**config.mk**
```make
export PLATFORM = sky130hd
export DESIGN_NAME = wb_port_arbiter
export DESIGN_NICKNAME = d
export VERILOG_FILES = /design/src/rtl/wb_port_arbiter_pkg.sv /design/src/rtl/wb_arb_hold_reg.sv /design/src/rtl/wb_port_arbiter.sv
export SDC_FILE = /design/constraint.sdc
export NUM_CORES = 1
export LEC_CHECK = 0
export BUFFER_PORTS_ARGS = -buffer_cell sky130_fd_sc_hd__buf_2
export CAP_MARGIN = 15
export CELL_PAD_IN_SITES_DETAIL_PLACEMENT = 1
export CELL_PAD_IN_SITES_GLOBAL_PLACEMENT = 2
export CORE_ASPECT_RATIO = 1.25
export CORE_MARGIN = 8
export CORE_UTILIZATION = 33
export DETAILED_ROUTE_END_ITERATION = 16
export PLACE_DENSITY_LB_ADDON = 0.08
export SYNTH_ARGS = -nofsm -noshare
export SYNTH_HDL_FRONTEND = slang
export SYNTH_HIERARCHICAL = 1
export SYNTH_SLANG_ARGS = --single-unit
```
**constraint.sdc**
```tcl
create_clock -name clk -period 2.8 [get_ports clk]
set_input_delay 0.28 -clock clk [delete_from_list [all_inputs] [get_ports clk]]
set_output_delay 0.28 -clock clk [all_outputs]
set_load 0.02 [all_outputs]
```
**src/rtl/wb_port_arbiter_pkg.sv**
```systemverilog
// wb_port_arbiter_pkg: shared widths, FSM state encoding and port-select codes
// for the writeback-port arbiter and its hold register.
package wb_port_arbiter_pkg;

    localparam int REGNOBITS  = 5;
    localparam int DBITS      = 32;
    localparam int STATE_BITS = 2;

    // EMPTY: nothing waiting, HELD: one LU result parked, FORCE: stall-and-drain cycle
    typedef enum logic [STATE_BITS-1:0] {
        ST_EMPTY = 2'd0,
        ST_HELD  = 2'd1,
        ST_FORCE = 2'd2
    } arb_state_t;

    // Which producer owns the register-file write port this cycle
    typedef enum logic [1:0] {
        SEL_NONE = 2'd0,
        SEL_PIPE = 2'd1,
        SEL_HOLD = 2'd2,
        SEL_LU   = 2'd3
    } sel_t;

    // x0 is hard-wired to zero, so writes to it are never performed
    function automatic logic is_x0(input logic [REGNOBITS-1:0] regno);
        return regno == '0;
    endfunction

endpackage

```
**src/rtl/wb_arb_hold_reg.sv**
```systemverilog
// wb_arb_hold_reg: one-entry parking register for an LU result that lost the
// write port to the pipeline. A younger pipeline write to the same register
// invalidates the entry so the stale LU value can never land afterwards.
import wb_port_arbiter_pkg::*;

module wb_arb_hold_reg (
    input  logic                 clk,
    input  logic                 reset,
    input  logic                 load,
    input  logic [REGNOBITS-1:0] load_regno,
    input  logic [DBITS-1:0]     load_val,
    input  logic                 clear,
    input  logic                 inval_en,
    input  logic [REGNOBITS-1:0] inval_regno,
    output logic                 valid,
    output logic [REGNOBITS-1:0] regno,
    output logic [DBITS-1:0]     val,
    output logic                 match
);

    assign match = valid & inval_en & (inval_regno == regno);

    // Entry storage: drain/invalidate take priority over loading a new result
    always_ff @(posedge clk or posedge reset) begin
        if (reset) begin
            valid <= 1'b0;
            regno <= '0;
            val   <= '0;
        end else if (clear || match) begin
            valid <= 1'b0;
        end else if (load) begin
            valid <= 1'b1;
            regno <= load_regno;
            val   <= load_val;
        end
    end

endmodule

```
**src/rtl/wb_port_arbiter.sv**
```systemverilog
// wb_port_arbiter: shares the single register-file write port between the
// in-order WB stage and an out-of-band long-latency unit. A colliding LU result
// is parked in a one-entry hold register and forcibly drained (one-cycle
// pipeline stall) once it has waited STARVE_LIMIT cycles.
// Optional statistics counters are compiled in with `define WB_ARB_STATS_EN.
import wb_port_arbiter_pkg::*;

module wb_port_arbiter #(
    parameter int STARVE_LIMIT = 8,
    parameter int CNTBITS      = 4
) (
    input  logic                 clk,
    input  logic                 reset,
    input  logic                 pipe_wr_i,
    input  logic [REGNOBITS-1:0] pipe_regno_i,
    input  logic [DBITS-1:0]     pipe_val_i,
    input  logic                 lu_valid_i,
    output logic                 lu_ready_o,
    input  logic [REGNOBITS-1:0] lu_regno_i,
    input  logic [DBITS-1:0]     lu_val_i,
    output logic                 pipe_stall_o,
    output logic                 rf_wr_o,
    output logic [REGNOBITS-1:0] rf_regno_o,
    output logic [DBITS-1:0]     rf_val_o,
    output logic                 hold_valid_o,
    output logic [REGNOBITS-1:0] hold_regno_o
`ifdef WB_ARB_STATS_EN
   ,output logic [31:0]          stat_held_o,
    output logic [31:0]          stat_forced_o,
    output logic [31:0]          stat_dropped_o
`endif
);

    arb_state_t           state;
    arb_state_t           next_state;
    sel_t                 sel;
    logic                 fire;
    logic                 lu_is_x0;
    logic                 lu_same_reg;
    logic                 starved;
    logic                 hold_load;
    logic                 hold_clear;
    logic                 inval_en;
    logic                 hold_match;
    logic                 hold_valid;
    logic [REGNOBITS-1:0] hold_regno;
    logic [DBITS-1:0]     hold_val;
    logic [CNTBITS-1:0]   wait_cnt;
    logic                 wr_en;
    logic [REGNOBITS-1:0] wr_regno;
    logic [DBITS-1:0]     wr_val;

    // Ready comes purely from registered state so there is no loop through lu_valid_i
    assign lu_ready_o   = ~hold_valid;
    assign fire         = lu_valid_i & lu_ready_o;
    assign lu_is_x0     = is_x0(lu_regno_i);
    assign lu_same_reg  = (lu_regno_i == pipe_regno_i);
    assign starved      = (wait_cnt == CNTBITS'(STARVE_LIMIT - 1));
    assign inval_en     = pipe_wr_i & (state == ST_HELD);
    assign hold_valid_o = hold_valid;
    assign hold_regno_o = hold_regno;

    wb_arb_hold_reg u_hold (
        .clk         (clk),
        .reset       (reset),
        .load        (hold_load),
        .load_regno  (lu_regno_i),
        .load_val    (lu_val_i),
        .clear       (hold_clear),
        .inval_en    (inval_en),
        .inval_regno (pipe_regno_i),
        .valid       (hold_valid),
        .regno       (hold_regno),
        .val         (hold_val),
        .match       (hold_match)
    );

    // FSM state register
    always_ff @(posedge clk or posedge reset) begin
        if (reset) begin
            state <= ST_EMPTY;
        end else begin
            state <= next_state;
        end
    end

    // FSM next-state: park on collision, force-drain when starved, empty on drain or WAW kill
    always_comb begin
        next_state = state;
        case (state)
            ST_EMPTY: begin
                if (pipe_wr_i && fire && !lu_is_x0 && !lu_same_reg) begin
                    next_state = ST_HELD;
                end
            end
            ST_HELD: begin
                if (!pipe_wr_i || hold_match) begin
                    next_state = ST_EMPTY;
                end else if (starved) begin
                    next_state = ST_FORCE;
                end
            end
            ST_FORCE: begin
                next_state = ST_EMPTY;
            end
            default: begin
                next_state = ST_EMPTY;
            end
        endcase
    end

    // FSM outputs: port owner selection in priority FORCE > pipeline > held > LU bypass
    always_comb begin
        sel          = SEL_NONE;
        hold_load    = 1'b0;
        hold_clear   = 1'b0;
        pipe_stall_o = 1'b0;
        case (state)
            ST_FORCE: begin
                sel          = SEL_HOLD;
                hold_clear   = 1'b1;
                pipe_stall_o = 1'b1;
            end
            ST_HELD: begin
                if (pipe_wr_i) begin
                    sel = SEL_PIPE;
                end else begin
                    sel        = SEL_HOLD;
                    hold_clear = 1'b1;
                end
            end
            ST_EMPTY: begin
                if (pipe_wr_i) begin
                    sel = SEL_PIPE;
                    if (fire && !lu_is_x0 && !lu_same_reg) begin
                        hold_load = 1'b1;
                    end
                end else if (fire) begin
                    sel = SEL_LU;
                end
            end
            default: begin
                sel = SEL_NONE;
            end
        endcase
    end

    // Write-port data mux feeding the registered rf outputs
    always_comb begin
        wr_en    = 1'b0;
        wr_regno = '0;
        wr_val   = '0;
        case (sel)
            SEL_PIPE: begin
                wr_en    = 1'b1;
                wr_regno = pipe_regno_i;
                wr_val   = pipe_val_i;
            end
            SEL_HOLD: begin
                wr_en    = 1'b1;
                wr_regno = hold_regno;
                wr_val   = hold_val;
            end
            SEL_LU: begin
                wr_en    = 1'b1;
                wr_regno = lu_regno_i;
                wr_val   = lu_val_i;
            end
            default: begin
                wr_en    = 1'b0;
            end
        endcase
    end

    // Wait counter: counts cycles spent parked, restarts whenever the entry leaves HELD
    always_ff @(posedge clk or posedge reset) begin
        if (reset) begin
            wait_cnt <= '0;
        end else if (state == ST_HELD && next_state == ST_HELD) begin
            wait_cnt <= wait_cnt + 1'b1;
        end else begin
            wait_cnt <= '0;
        end
    end

    // Register-file write bundle, one cycle after selection; x0 writes are squashed
    always_ff @(posedge clk or posedge reset) begin
        if (reset) begin
            rf_wr_o    <= 1'b0;
            rf_regno_o <= '0;
            rf_val_o   <= '0;
        end else begin
            rf_wr_o    <= wr_en & !is_x0(wr_regno);
            rf_regno_o <= wr_regno;
            rf_val_o   <= wr_val;
        end
    end

`ifdef WB_ARB_STATS_EN
    logic waw_drop;

    // A WAW drop is either a parked entry killed by a younger write or a same-register collision
    assign waw_drop = ((state == ST_HELD) & hold_match) |
                      ((state == ST_EMPTY) & pipe_wr_i & fire & !lu_is_x0 & lu_same_reg);

    // Saturating event counters for parked results, forced drains and WAW drops
    always_ff @(posedge clk or posedge reset) begin
        if (reset) begin
            stat_held_o    <= '0;
            stat_forced_o  <= '0;
            stat_dropped_o <= '0;
        end else begin
            if (hold_load && stat_held_o != '1) begin
                stat_held_o <= stat_held_o + 1'b1;
            end
            if (state == ST_FORCE && stat_forced_o != '1) begin
                stat_forced_o <= stat_forced_o + 1'b1;
            end
            if (waw_drop && stat_dropped_o != '1) begin
                stat_dropped_o <= stat_dropped_o + 1'b1;
            end
        end
    end
`endif

endmodule

```
==> flow_summary.yaml <==
cells_and_area:
  drive_gt1_share_pct: 42.9
  postLayoutCoreUtil_pct: 42.5
  final_nets: 522
  flow.area_growth_from_synthesis_pct: 26.2
  antenna_cells_inserted: 0
floorplan:
  dieArea_um2: 15600
  die_h_um: 138
  core_area_um2: 11600
  start_util_pct: 33.7
  chipWidth_um: 113
  floorplan.io_pins: 124
  placement_rows: 44
place:
  io_buffers: 123
  post-place-ws_ns: 0.178
  detailed_place_hpwl_mm: 7.98
  gp_congestion: 0.741
setup_path:
  critPathLaunchType: "register"
  cp_slowest_cell: "sky130_fd_sc_hd__or4_1"
  critPathArrivalTime_ns: 2.77
  crit_path_max_fanout: 7
  cpPeakStageDelay_ns: 0.54
  cp_cell_sequence: "inv_1 -> ha_1 -> and2_1 -> nand2_1 -> or4_1 -> nor2_1 -> nor2b_1 -> o21ai_0 -> o21ai_1 -> a2111oi_2"
  critical_path.endpoint_type: "register"
  criticalPathCategory: "reg2reg"
  r2r_start: "state[1]"
  cp_data_required_time_ns: 3.02
  r2r_end: "wait_cnt[2]"
  reg2reg_slack_ns: 0.24
  reg2reg_depth: 10
sta:
  timing_max_transition_violations_final: 0
  finalCriticalPeriod_ns: 2.56
  final_critical_path_setup_slack_ns: 0.243
  slew_headroom_pct: 33.1
  report.final.hold_viol_count: 10
  final_report_setup_violation_count: 0
  fin_skew_ns: 0.00513
  hold_slack_ns: -0.00657
  rsz0062_at_grt: "true"
  worst_pin_slew_ns: 1.00
  achievable-frequency_mhz: 391
  setup_tns_ns: 0
  final.period_utilization_pct: 91.3
routing:
  dr.first_iter.drc_count: 82
  detail_route.first_pass.iterations: 4
  post-route-drc-count: 0
  vias: 2824
  wl_per_cell_um: 17.9
  avgViaCountPerCell: 4.68
  wire_length_reported_by_the_detailed_router_mm: 10.8
  drtAntennaViolNets: 0
grt:
  busiest_layer_in_global_routing: "met2"
  grt_max_degree: 45
  global_route.usage.met3_pct: 3.99
  grt_remaining_overflow: 0
  groute.layer.met1.usage_pct: 16.6
  grt_first_pass_wirelength_mm: 17.4
  globalRouteMet2Util_pct: 25.3
  antenna_found_initial: 0
  grt_usage_pct: 14.6
  first_global_vias: 3246
synth:
  ys_seq_elements: 82
  synthesis.area_um2: 3910
  average_instance_area_after_synthesis_um2: 12.5
  synth_nets: 395
  synthCells: 312
  synth_sequential_area_ratio_pct: 52.5
  count_of_different_cell_masters_after_synthesis: 39
  yosysWarningCount: 6
clock_network:
  cts_buffers: 9
  hold_buffers: 0
  tritoncts: "built"
  cts_max_path_buffers: 2
  postCtsSetupRepairBufs: 0
  cts-root-buf: "sky130_fd_sc_hd__clkbuf_16"
  post_cts_resize_count: 0
  clk-insertion-delay-late_ns: 0.33
  htreeDepth: 3
  cts_num_sinks: 82
  clk_transition_reported_paths_ns: 0.06
outcome:
  violations: "hold timing"
  status: "complete, but fails checks"
power:
  power_per_cell_area_nw_per_um2: 1010
  total_leakage_power_nw: 2.36
  peakVddDrop_uv: 329
worst_hold_path:
  worst_hold_path_type: "in2async"
flow_run:
  drv_cap: 0
routing by layer:
metal	share of wire, %	vias to the layer above
met5	0	-
met4	1.6	0
met3	5.9	12
met2	51	71
met1	41	1399
li1	-	1342
synthesized netlist by cell type, drive strengths merged:
cell     count  area [um2]
nand3b       1        7.51
or4          2        15.0
clkbuf       3        11.3
dfrtp       82        2050
xnor2        5        43.8
o21a         2        15.0
nor2b        1        6.26
ha           5        62.6
and3b        1        8.76
mux2i       38         380
o2111ai      1        8.76
mux2        37         529
and3         1        6.26
a21o         1        7.51
o21ai       36         184
nand4        1        6.26
nor3         2        10.0
o211ai       4        30.0
inv         11        41.3
nand3        1        5.00
o211a        1        10.0
o31a         1        8.76
a31oi        1        6.26
a2bb2oi      3        26.3
or2          1        6.26
xor2         7        61.3
a211oi       1        7.51
nor2         4        15.0
and2         3        18.8
buf         13         136
nand2       38         143
a2111oi      4        41.3
cell usage in the layout (no fill, tap or decap), types with 2 or more instances in the layout:
cell / netlist / final
sky130_fd_sc_hd__mux2_2: 7 / 7
sky130_fd_sc_hd__o21a_1: 2 / 2
sky130_fd_sc_hd__buf_2: 4 / 123
sky130_fd_sc_hd__xor2_1: 7 / 7
sky130_fd_sc_hd__and2_1: 3 / 3
sky130_fd_sc_hd__ha_1: 5 / 5
sky130_fd_sc_hd__clkbuf_1: 3 / 3
sky130_fd_sc_hd__o211ai_1: 4 / 4
sky130_fd_sc_hd__nor2_1: 4 / 4
sky130_fd_sc_hd__clkbuf_16: 0 / 9
sky130_fd_sc_hd__a2bb2oi_1: 3 / 3
sky130_fd_sc_hd__nand2_1: 38 / 38
sky130_fd_sc_hd__dfrtp_1: 82 / 82
sky130_fd_sc_hd__a2111oi_2: 1 / 4
sky130_fd_sc_hd__mux2i_1: 38 / 38
sky130_fd_sc_hd__mux2_4: 30 / 30
sky130_fd_sc_hd__clkinv_2: 0 / 2
sky130_fd_sc_hd__xnor2_1: 5 / 5
sky130_fd_sc_hd__o21ai_1: 2 / 2
sky130_fd_sc_hd__inv_1: 11 / 9
sky130_fd_sc_hd__nor3_1: 2 / 2
sky130_fd_sc_hd__buf_4: 3 / 8
sky130_fd_sc_hd__o21ai_0: 33 / 33
sky130_fd_sc_hd__or4_1: 2 / 2
power breakdown:
part,internal [mW],switching [mW]
sequential,1.69,0.270
clock,0.594,0.452
combinational,0.910,1.07
state kept, by name, summed over array words and instances (netlist names):
name and count:
u_hold/regno 5, u_hold/val 32, state 2, wait_cnt 4, rf_regno_o 5, u_hold/valid 1, rf_val_o 32, rf_wr_o 1
worst max path at each step:
| stage | from | endpoint | slack [ns] |
|---|---|---|---|
| 2_1_floorplan | state[1] | u_hold/regno[0] | 0.47 |
| 3_3_place_gp | state[0] | rf_wr_o | 0.32 |
| 3_5_place_dp | state[1] | wait_cnt[2] | 0.18 |
| 4_1_cts | state[1] | wait_cnt[2] | 0.15 |
| 5_1_grt | state[1] | wait_cnt[2] | -0.03 |
| 6_report | state[1] | wait_cnt[2] | 0.24 |
final cells by class:
class	instances	area, um2
Clock inverter	3	17.5
Tap cell	161	201
Sequential cell	82	2050
Clock buffer	12	236
Inverter	11	41.3
Multi-Input combinational cell	203	1690
Timing Repair Buffer	132	696
Fill cell	1272	6680
per-stage QoR:
stage	power, mW	area (um2)	cells
after floorplan	3.34	3910	312
after CTS	5.06	4920	604
final	4.98	4930	604
after detailed placement	3.98	4660	589
after global routing	5.33	4930	604
after global placement	3.94	4660	589
critical path, delay by kind of cell, from the launching register on:
| family | cells | cell delay [ns] |
|---|---|---|
| simple gates | 5 | 0.99 |
| compound gates | 3 | 0.65 |
| flops | 1 | 0.46 |
| fa+ha+maj | 1 | 0.23 |
| buf+inv | 1 | 0.11 |
cells by family (layout without fill, tap and decap cells):
kind of cell / after synthesis / in the layout / synth area share [%]
fa+ha+maj: 5 / 5 / 1.60
mux: 75 / 75 / 23.3
flops: 82 / 82 / 52.5
buf+inv: 27 / 158 / 4.83
compound gates: 55 / 55 / 8.83
xor+xnor: 12 / 12 / 2.69
simple gates: 56 / 56 / 6.33
(Power assumes the default switching activity.)
